`config.mk`:
```
export PLATFORM = sky130hd
export DESIGN_NAME = mac8_feeder_flat
export DESIGN_NICKNAME = d
export VERILOG_FILES = /design/src/rtl/mac8_feeder_pkg.sv /design/src/rtl/mac8_feeder_if.sv /design/src/rtl/mac8_feeder_skew_line.sv /design/src/rtl/mac8_feeder.sv /design/src/flat_wrapper.sv
export SDC_FILE = /design/constraint.sdc
export NUM_CORES = 1
export LEC_CHECK = 0
export ABC_AREA = 1
export CAP_MARGIN = 15
export CORE_ASPECT_RATIO = 1.75
export CORE_MARGIN = 10
export CORE_UTILIZATION = 51
export DETAILED_ROUTE_END_ITERATION = 6
export PLACE_DENSITY_LB_ADDON = 0.3
export SYNTH_ARGS = -nofsm -noshare
export SYNTH_HDL_FRONTEND = slang
export SYNTH_SLANG_ARGS = --single-unit
export TNS_END_PERCENT = 1
```
`constraint.sdc`:
```
create_clock -name clk -period 2.55 [get_ports clk]
set_clock_uncertainty 0.1 [all_clocks]
set_input_delay 0.255 -clock clk [delete_from_list [all_inputs] [get_ports clk]]
set_output_delay 0.255 -clock clk [all_outputs]
set_load 0.02 [all_outputs]
```
`src/rtl/mac8_feeder_pkg.sv`:
```
// Shared definitions for the MAC-array input feeder.
//   state_t      : feeder sequencing states
//   NUM_MACS_DEF : default lane count of the MAC array
//   MAC_LAT_DEF  : default cycles from lane En to Cout update
//   len_width()  : width needed to hold lengths 0..max_len
package mac_feed_pkg;

  typedef enum logic [2:0] {
    IDLE,
    CLEAR,
    STREAM,
    DRAIN,
    DONE
  } state_t;

  localparam int NUM_MACS_DEF = 8;
  localparam int MAC_LAT_DEF  = 1;

  function automatic int len_width(input int max_len);
    return $clog2(max_len + 1);
  endfunction

endpackage

```
`src/rtl/mac8_feeder_if.sv`:
```
// B-operand stream handshake between the upstream source and the feeder.
//   b_valid : source has an element on b_data
//   b_ready : feeder accepts the element this cycle
//   b_data  : B element
// master = upstream source, slave = feeder.
interface mac8_feeder_if #(
  parameter int DATA_WIDTH = 8
) ();

  logic                  b_valid;
  logic                  b_ready;
  logic [DATA_WIDTH-1:0] b_data;

  modport master (output b_valid, output b_data, input b_ready);
  modport slave  (input b_valid, input b_data, output b_ready);

endinterface

```
`src/rtl/mac8_feeder_skew_line.sv`:
```
// Skew line generating per-lane A FIFO read enables.
//   clk    : clock
//   clr    : synchronous active-high clear of all taps
//   en_in  : enable pulse stream (En_out of the feeder)
//   taps   : taps[i] = en_in delayed by i cycles; taps[0] is en_in itself
module skew_line #(
  parameter int NUM_MACS = 8
) (
  input  logic                clk,
  input  logic                clr,
  input  logic                en_in,
  output logic [NUM_MACS-1:0] taps
);

  logic [NUM_MACS-2:0] sr_q, sr_d;

  always_comb begin
    sr_d    = sr_q << 1;
    sr_d[0] = en_in;
  end

  always_ff @(posedge clk) begin
    if (clr) sr_q <= '0;
    else     sr_q <= sr_d;
  end

  assign taps = {sr_q, en_in};

endmodule

```
`src/rtl/mac8_feeder.sv`:
```
// Transmit-side sequencer for the 8-lane MAC array.
//   clk, rst : clock, synchronous active-high reset
//   start,len: job request (taken only in IDLE) and vector length
//   busy     : job in progress; done: one-cycle completion pulse
//   b_if     : B-operand stream (valid/ready), feeder is the slave
//   En_out, Clr_out, b_out : registered drive of the array's En/Clr/B inputs
//   a_rd_en  : per-lane A FIFO read enables, En_out skewed by lane index
module mac8_feeder
  import mac_feed_pkg::*;
#(
  parameter  int DATA_WIDTH = 8,
  parameter  int NUM_MACS   = NUM_MACS_DEF,
  parameter  int MAC_LAT    = MAC_LAT_DEF,
  parameter  int MAX_LEN    = 255,
  localparam int LEN_W      = len_width(MAX_LEN)
) (
  input  logic                  clk,
  input  logic                  rst,
  input  logic                  start,
  input  logic [LEN_W-1:0]      len,
  output logic                  busy,
  output logic                  done,
  mac8_feeder_if.slave          b_if,
  output logic                  En_out,
  output logic                  Clr_out,
  output logic [DATA_WIDTH-1:0] b_out,
  output logic [NUM_MACS-1:0]   a_rd_en
);

  localparam int DRAIN_CYC = NUM_MACS + MAC_LAT;
  localparam int DRAIN_W   = $clog2(DRAIN_CYC + 1);
  localparam logic [DRAIN_W-1:0] DRAIN_LOAD = DRAIN_W'(DRAIN_CYC);

  state_t                state_q, state_d;
  logic [LEN_W-1:0]      len_q, len_d;
  logic [LEN_W-1:0]      beat_q, beat_d;
  logic [DRAIN_W-1:0]    drain_q, drain_d;
  logic                  busy_q, busy_d;
  logic                  done_q, done_d;
  logic                  clr_q, clr_d;
  logic                  en_q, en_d;
  logic [DATA_WIDTH-1:0] bout_q, bout_d;
  logic                  hs;

  assign b_if.b_ready = (state_q == STREAM);
  assign hs           = b_if.b_valid && b_if.b_ready;

  always_comb begin
    state_d = state_q;
    len_d   = len_q;
    beat_d  = beat_q;
    drain_d = drain_q;
    busy_d  = busy_q;
    done_d  = 1'b0;
    clr_d   = 1'b0;
    en_d    = 1'b0;
    bout_d  = bout_q;
    unique case (state_q)
      IDLE: begin
        if (start) begin
          len_d   = len;
          beat_d  = '0;
          busy_d  = 1'b1;
          clr_d   = 1'b1;
          state_d = CLEAR;
        end
      end
      CLEAR: begin
        // Zero-length jobs enter DRAIN one cycle after their reference
        // (Clr) cycle, streamed jobs in the cycle of the last En, so the
        // empty job drains one cycle shorter to keep done at T+DRAIN_CYC+1.
        if (len_q == '0) begin
          drain_d = DRAIN_LOAD - DRAIN_W'(1);
          state_d = DRAIN;
        end else begin
          state_d = STREAM;
        end
      end
      STREAM: begin
        if (hs) begin
          en_d   = 1'b1;
          bout_d = b_if.b_data;
          if (beat_q == len_q - LEN_W'(1)) begin
            beat_d  = '0;
            drain_d = DRAIN_LOAD;
            state_d = DRAIN;
          end else begin
            beat_d = beat_q + LEN_W'(1);
          end
        end
      end
      DRAIN: begin
        if (drain_q == '0) begin
          done_d  = 1'b1;
          state_d = DONE;
        end else begin
          drain_d = drain_q - DRAIN_W'(1);
        end
      end
      DONE: begin
        busy_d  = 1'b0;
        state_d = IDLE;
      end
      default: state_d = IDLE;
    endcase
  end

  always_ff @(posedge clk) begin
    if (rst) begin
      state_q <= IDLE;
      len_q   <= '0;
      beat_q  <= '0;
      drain_q <= '0;
      busy_q  <= 1'b0;
      done_q  <= 1'b0;
      clr_q   <= 1'b0;
      en_q    <= 1'b0;
      bout_q  <= '0;
    end else begin
      state_q <= state_d;
      len_q   <= len_d;
      beat_q  <= beat_d;
      drain_q <= drain_d;
      busy_q  <= busy_d;
      done_q  <= done_d;
      clr_q   <= clr_d;
      en_q    <= en_d;
      bout_q  <= bout_d;
    end
  end

  assign busy    = busy_q;
  assign done    = done_q;
  assign Clr_out = clr_q;
  assign En_out  = en_q;
  assign b_out   = bout_q;

  skew_line #(
    .NUM_MACS(NUM_MACS)
  ) u_skew (
    .clk  (clk),
    .clr  (rst),
    .en_in(en_q),
    .taps (a_rd_en)
  );

endmodule

```
`src/flat_wrapper.sv`:
```
// flat-port wrapper written by rule: the top's interface ports become plain ports
module mac8_feeder_flat import mac_feed_pkg::*;
#(
  parameter  int DATA_WIDTH = 8,
  parameter  int NUM_MACS   = NUM_MACS_DEF,
  parameter  int MAC_LAT    = MAC_LAT_DEF,
  parameter  int MAX_LEN    = 255,
  localparam int LEN_W      = len_width(MAX_LEN)
)
  (clk, rst, start, len, busy, done, En_out, Clr_out, b_out, a_rd_en, b_if_b_valid, b_if_b_data, b_if_b_ready);
  mac8_feeder_if #(.DATA_WIDTH(DATA_WIDTH)) b_if_i ();
  input  logic clk;
  input  logic rst;
  input  logic start;
  input  logic [LEN_W-1:0] len;
  output logic busy;
  output logic done;
  output logic En_out;
  output logic Clr_out;
  output logic [DATA_WIDTH-1:0] b_out;
  output logic [NUM_MACS-1:0] a_rd_en;
  input wire logic [$bits(b_if_i.b_valid)-1:0] b_if_b_valid;
  input wire logic [$bits(b_if_i.b_data)-1:0] b_if_b_data;
  output wire logic [$bits(b_if_i.b_ready)-1:0] b_if_b_ready;
  assign b_if_i.b_valid = b_if_b_valid;
  assign b_if_i.b_data = b_if_b_data;
  assign b_if_b_ready = b_if_i.b_ready;
  mac8_feeder #(.DATA_WIDTH(DATA_WIDTH), .NUM_MACS(NUM_MACS), .MAC_LAT(MAC_LAT), .MAX_LEN(MAX_LEN)) u_core (.clk(clk), .rst(rst), .start(start), .len(len), .busy(busy), .done(done), .b_if(b_if_i), .En_out(En_out), .Clr_out(Clr_out), .b_out(b_out), .a_rd_en(a_rd_en));
endmodule
```
-- Word level (Yosys, flattened, before mapping)
Cells that the tools add are included.
- bits in registers: 42
- logic and storage cells: 63
- eq/ne operators: 11
- reduce and logical (&&, ||, !) cells: 16
- add/sub/neg operators: 3
- bitwise logic cells: 3
- multiplexer cells: 20
- operators by type and width (kind ; count):
    2-to-1 mux 8 bit ; 3
    2-to-1 mux 4 bit ; 4
    case mux 8 bit (2 select lines) ; 1
    2-to-1 mux 3 bit ; 4
    case mux 3 bit (4 select lines) ; 1
    case mux 4 bit (3 select lines) ; 1
    adder 8 x 1 -> 8 bit, second input constant ; 1
    equality test 8 bit ; 1
    zero test 8 bit ; 1
    inequality test 2 bit, second input constant ; 4
    subtractor 8 x 1 -> 8 bit, second input constant ; 1
    equality test 3 x 2 -> 1 bit, second input constant ; 2
    AND reduction 2 bit ; 3
    OR reduction 2 bit ; 3
    2-to-1 mux 1 bit ; 5
    AND reduction 5 bit ; 1
    zero test 4 bit ; 1
    inequality test 2 x 1 -> 1 bit, second input constant ; 2
    AND reduction 4 bit ; 1
    nonzero test 2 bit ; 2
    subtractor 4 x 1 -> 4 bit, second input constant ; 1
    equality test 3 x 1 -> 1 bit, second input constant ; 1
    equality test 3 bit, second input constant ; 1
    zero test 3 bit ; 1
    other kinds (5) ; 7

-- Longest topological paths before layout
- depth in word-level cells: 5
- mapped depth: 16

-- By module
A second synthesis with hierarchy kept.
- cell total of the unflattened synthesis: 287
- area, all modules: 2005.7 µm²
- by module, submodules not included (module ; area each (µm²) ; seq. area each (µm²) ; cells each ; instances):
    mac8_feeder ; 1805.5 ; 700.7 ; 265 ; 1
    skew_line ; 200.2 ; 140.1 ; 22 ; 1

-- Worst setup path before layout
OpenSTA, ideal clock, no wires.
- kind: reg2reg
- from: register u_core.len_q[0]
- to: register u_core.beat_q[1]
- path buffers: 0
- cell stages (with the launch flop): 13
- setup slack: 0.695 ns
- arrival: 1.634 ns
- required time: 2.328 ns
- cell sequence: dfxtp_1 > inv_1 > ha_1 > xor2_1 > nand3_1 > nor2_1 > nand2_1 > nor2_1 > nand2_1 > nand2_2 > nand2_1 > nand2_1 > nor3_1
- longest elaborated chain between the ends: 5
- ends and longest elaborated chain (what ; line ; RTL):
    start: declaration ; mac8_feeder.sv:35 ; logic [LEN_W-1:0] len_q, len_d;
    start signal: assignment ; mac8_feeder.sv:121 ; len_q <= len_d;
    subtractor 8 x 1 -> 8 bit ; mac8_feeder.sv:83 ; if (beat_q == len_q - LEN_W'(1)) begin
    equality test 8 bit ; mac8_feeder.sv:83 ;
    2-to-1 mux 8 bit ; mac8_feeder.sv:83 ;
    2-to-1 mux 8 bit ; mac8_feeder.sv:80 ; if (hs) begin
    case mux 8 bit (2 select lines) ; mac8_feeder.sv:58 ; unique case (state_q)
    end signal: assignment ; mac8_feeder.sv:122 ; beat_q <= beat_d;
    end: declaration ; mac8_feeder.sv:36 ; logic [LEN_W-1:0] beat_q, beat_d;
Every way passes these cells. The select of a mux whose other input is x is not followed.
A chain may end at the register's enable or synchronous reset.

-- Worst setup path in the final report
- from: register u_core.len_q[0]
- to: register u_core.beat_q[0]
Same word-level chain as after synthesis.

==> results_dict.tcl <==
set metrics [dict create \
    status "completed" \
    fillers 355 \
    dieArea_um2 7020 \
    combinationalPowerShare 0.398 \
    cts_setup_buffers 0 \
    detail-route-antenna-nets 0 \
    fp.dieH_um 104 \
    worstHoldPathCells 2 \
    maxSlewHeadroom 0.716 \
    start_util 0.527 \
    min_to "u_core.u_skew.sr_q[5]" \
    worst_setup_path_end_kind "flop" \
    synth_ff_type "dfxtp_1" \
    routed_via_density 5.06 \
    power_per_cell_area_nw_per_um2 898 \
    overflow 0 \
    synth_area_leader_cell "dfxtp_1" \
    p_sw_mw 0.894 \
    cellLeakagePower_nw 1.09 \
    path_common_cell "nand2_1" \
    cts_tree "built" \
    route.layer.met1.wl_um 1740 \
    grt_pass1_vias 2008 \
    period_share 0.813 \
    rsz0062_at_grt "no" \
    clockBufferDepth 2 \
    setup_viol 0 \
    drt_iter0_drc 66 \
    post-synth-top-count-cell "nand2_1" \
    ys_warn_count 0 \
    drive_gt1_frac 0.0823 \
    r2r-end "u_core.beat_q[0]" \
    fin_crit_ns 2.07 \
    clkTransAtPathRegs_ns 0.07 \
    worstRegToRegCells 12 \
    drt_wl_total_um 4910 \
    p_clk_frac 0.227 \
    cts_resized 0 \
    multi_input_area_um2 1010 \
    dr_wl_met2_um 2730 \
    yosysUniqueCellTypes 28 \
    netlist_instances 288 \
    critPathLaunchType "flop" \
    fin_nets 352 \
    vias 1902 \
    wl_per_cell_um 13.1 \
    ir_worst_vdd_v 0.000713 \
    synth_common_cells "nand2_1 (69), dfxtp_1 (42), nor2_1 (38), inv_1 (35), a21oi_1 (25)" \
    grt_max_degree 26 \
    syn_to_final_growth_pct 26.8 \
    root_buffer "clkbuf_8" \
    grt_usage 0.151 \
    critical_path.cell_chain "inv_1 -> ha_1 -> xor2_1 -> nand3_1 -> nor2_1 -> nand2_1 -> nor2_1 -> nand2_1 -> nand2_2 -> nand2_1 -> nand2_1 -> a21oi_1" \
    cts.sinks 42 \
    n_antenna_cell 0 \
    port_buffers 40 \
    fmax_mhz 482 \
    core_area_um2 3870 \
    cts_htree_levels 2 \
    synth_seq_cells 42 \
    cp_slowest_cell "dfxtp_1" \
    async_reset_ff_frac 0 \
    dp_hpwl_um 3910 \
    synth.top_cells.by_area "dfxtp_1 (41%), nand2_1 (13%), nor2_1 (7.0%)" \
    synth.cell_area_um2 2040 \
    route.detailed.drc 0 \
    cp_slowest_stage_delay_ns 0.41 \
    cts_hold_buffers 0 \
    p_int_mw 1.43 \
    drtPass1Iterations 4 \
    cp_max_fo 7 \
    worstSkewPairLatency_ns 0.29 \
    p_sw_frac 0.385 \
    ios 41 \
    required_ns 2.62 \
    avgSynthCellArea_um2 7.07 \
    antenna_found_initial 0 \
    yosysTopAreaCellShare 0.413 \
    r2r_start "u_core.len_q[0]" \
    reg2reg_setup_slack_ns 0.48 \
    std_cell_rows 30 \
    pre_cts_slack_ns 0.494 \
    route.met3.wl_um 265 \
    fin_ws_ns 0.477 \
    route.top_layer_used "met4" \
    hold_class "flop to flop" \
    worstHoldStart "u_core.u_skew.sr_q[4]" \
    gp_congestion 0.955 \
    numCtsBuffers 5 \
    ys_seq_area_frac 0.413 \
    worstSetupPathType "flop to flop" \
    grt_first_pass_wirelength_um 8510 \
    hold_viol 0 \
    synth-edff-count 0 \
    syn_nets 312 \
    cap_violations 0 \
    die_w_um 67.8 \
    worstMarginPinSlew_ns 0.425 \
    maxSlewViolCount 0 \
    regArea_um2 841 \
    p_seq_frac 0.375 \
    crit_arrival_ns 2.15 \
    setup_tns_ns 0 \
]
[worst max-delay path by stage]
stage | cells after the start | endpoint | slack (ns) | start
6_report | 12 | u_core.beat_q[0] | 0.48 | u_core.len_q[0]
5_1_grt | 14 | u_core.beat_q[1] | 0.21 | u_core.len_q[0]
4_1_cts | 5 | b_if_b_ready | 0.47 | u_core.state_q[1]
3_5_place_dp | 12 | u_core.beat_q[5] | 0.49 | u_core.len_q[0]
3_3_place_gp | 10 | u_core.beat_q[7] | 0.52 | start
2_1_floorplan | 12 | u_core.beat_q[1] | 0.69 | u_core.len_q[0]
[flip-flops by register name (all words and copies together), names as in the netlist]
| signal | flops |
|---|---|
| u_core.beat_q | 8 |
| u_core.done | 1 |
| u_core.u_skew.sr_q | 7 |
| u_core.Clr_out | 1 |
| u_core.drain_q | 4 |
| u_core.En_out | 1 |
| u_core.b_out | 8 |
| u_core.state_q | 3 |
| u_core.len_q | 8 |
| u_core.busy | 1 |
[through the flow]
stage	util	hold WS, ns	std cells	power [mW]	cell area [um^2]
after global placement	0.639	0.306	369	1.79	2470
after detailed placement	0.639	0.313	369	1.81	2470
after CTS	0.668	0.324	376	2.34	2580
after global routing	0.668	0.340	376	2.51	2580
after floorplan	-	0.300	288	1.55	2040
final	0.668	0.318	376	2.32	2580
[placed cells by master (no fill, tap or decap)]
master	instances
nand3_2	2
xnor2_1	2
ha_1	4
a21oi_1	25
nor2_2	4
clkdlybuf4s50_1	40
inv_4	1
o21ai_1	1
nand2_2	2
inv_2	3
nand2_1	69
nor4_1	2
xor2_1	7
buf_4	1
or2_2	3
nand4_1	6
nor3_1	4
nand3_1	12
a31oi_1	1
dfxtp_1	42
nand3b_1	2
nor2_1	38
inv_1	35
o21ai_0	10
clkbuf_8	6
nand2_4	1
nand3_4	1
nor2_8	2
o22ai_1	1
bufinv_16	1
[power groups by stage]
stage	clock network (mW)	logic, mW	registers [mW]
final	0.526	0.924	0.870
after global routing	0.562	1.06	0.884
after CTS	0.540	0.932	0.869
after detailed placement	0	0.926	0.883
after global placement	0	0.911	0.875
after floorplan	0	0.670	0.883
[routing by layer]
metal | track usage | vias up
li1 | - | 985
met1 | 0.133 | 862
met2 | 0.270 | 37
met3 | 0.0561 | 18
met4 | 0.0925 | 0
met5 | 0 | -
[cell families (layout without fill, tap and decap cells)]
family          after synthesis  in the layout  synth area share
xor+xnor                      9              9            0.0387
compound gates               38             38            0.0946
buf+inv                      47             87            0.0897
flops                        42             42             0.413
fa+ha+maj                     4              4            0.0246
simple gates                148            148             0.340
[area by class of cell]
| cell class | count | share of cell area |
|---|---|---|
| inverter | 39 | 0.0576 |
| clock inverter | 1 | 0.0116 |
| timing repair buffer | 41 | 0.158 |
| sequential | 42 | 0.325 |
| tap | 48 | 0.0232 |
| multi-input combinational | 199 | 0.392 |
| clock buffer | 6 | 0.0320 |
[critical path: cells and delay by family, from the launching register on]
| family | cells | cell delay, ns |
|---|---|---|
| compound gates | 1 | 0.06 |
| buf+inv | 1 | 0.13 |
| flops | 1 | 0.41 |
| simple gates | 8 | 0.81 |
| fa+ha+maj | 1 | 0.31 |
| xor+xnor | 1 | 0.14 |
Power figures use the tool's default switching activity.
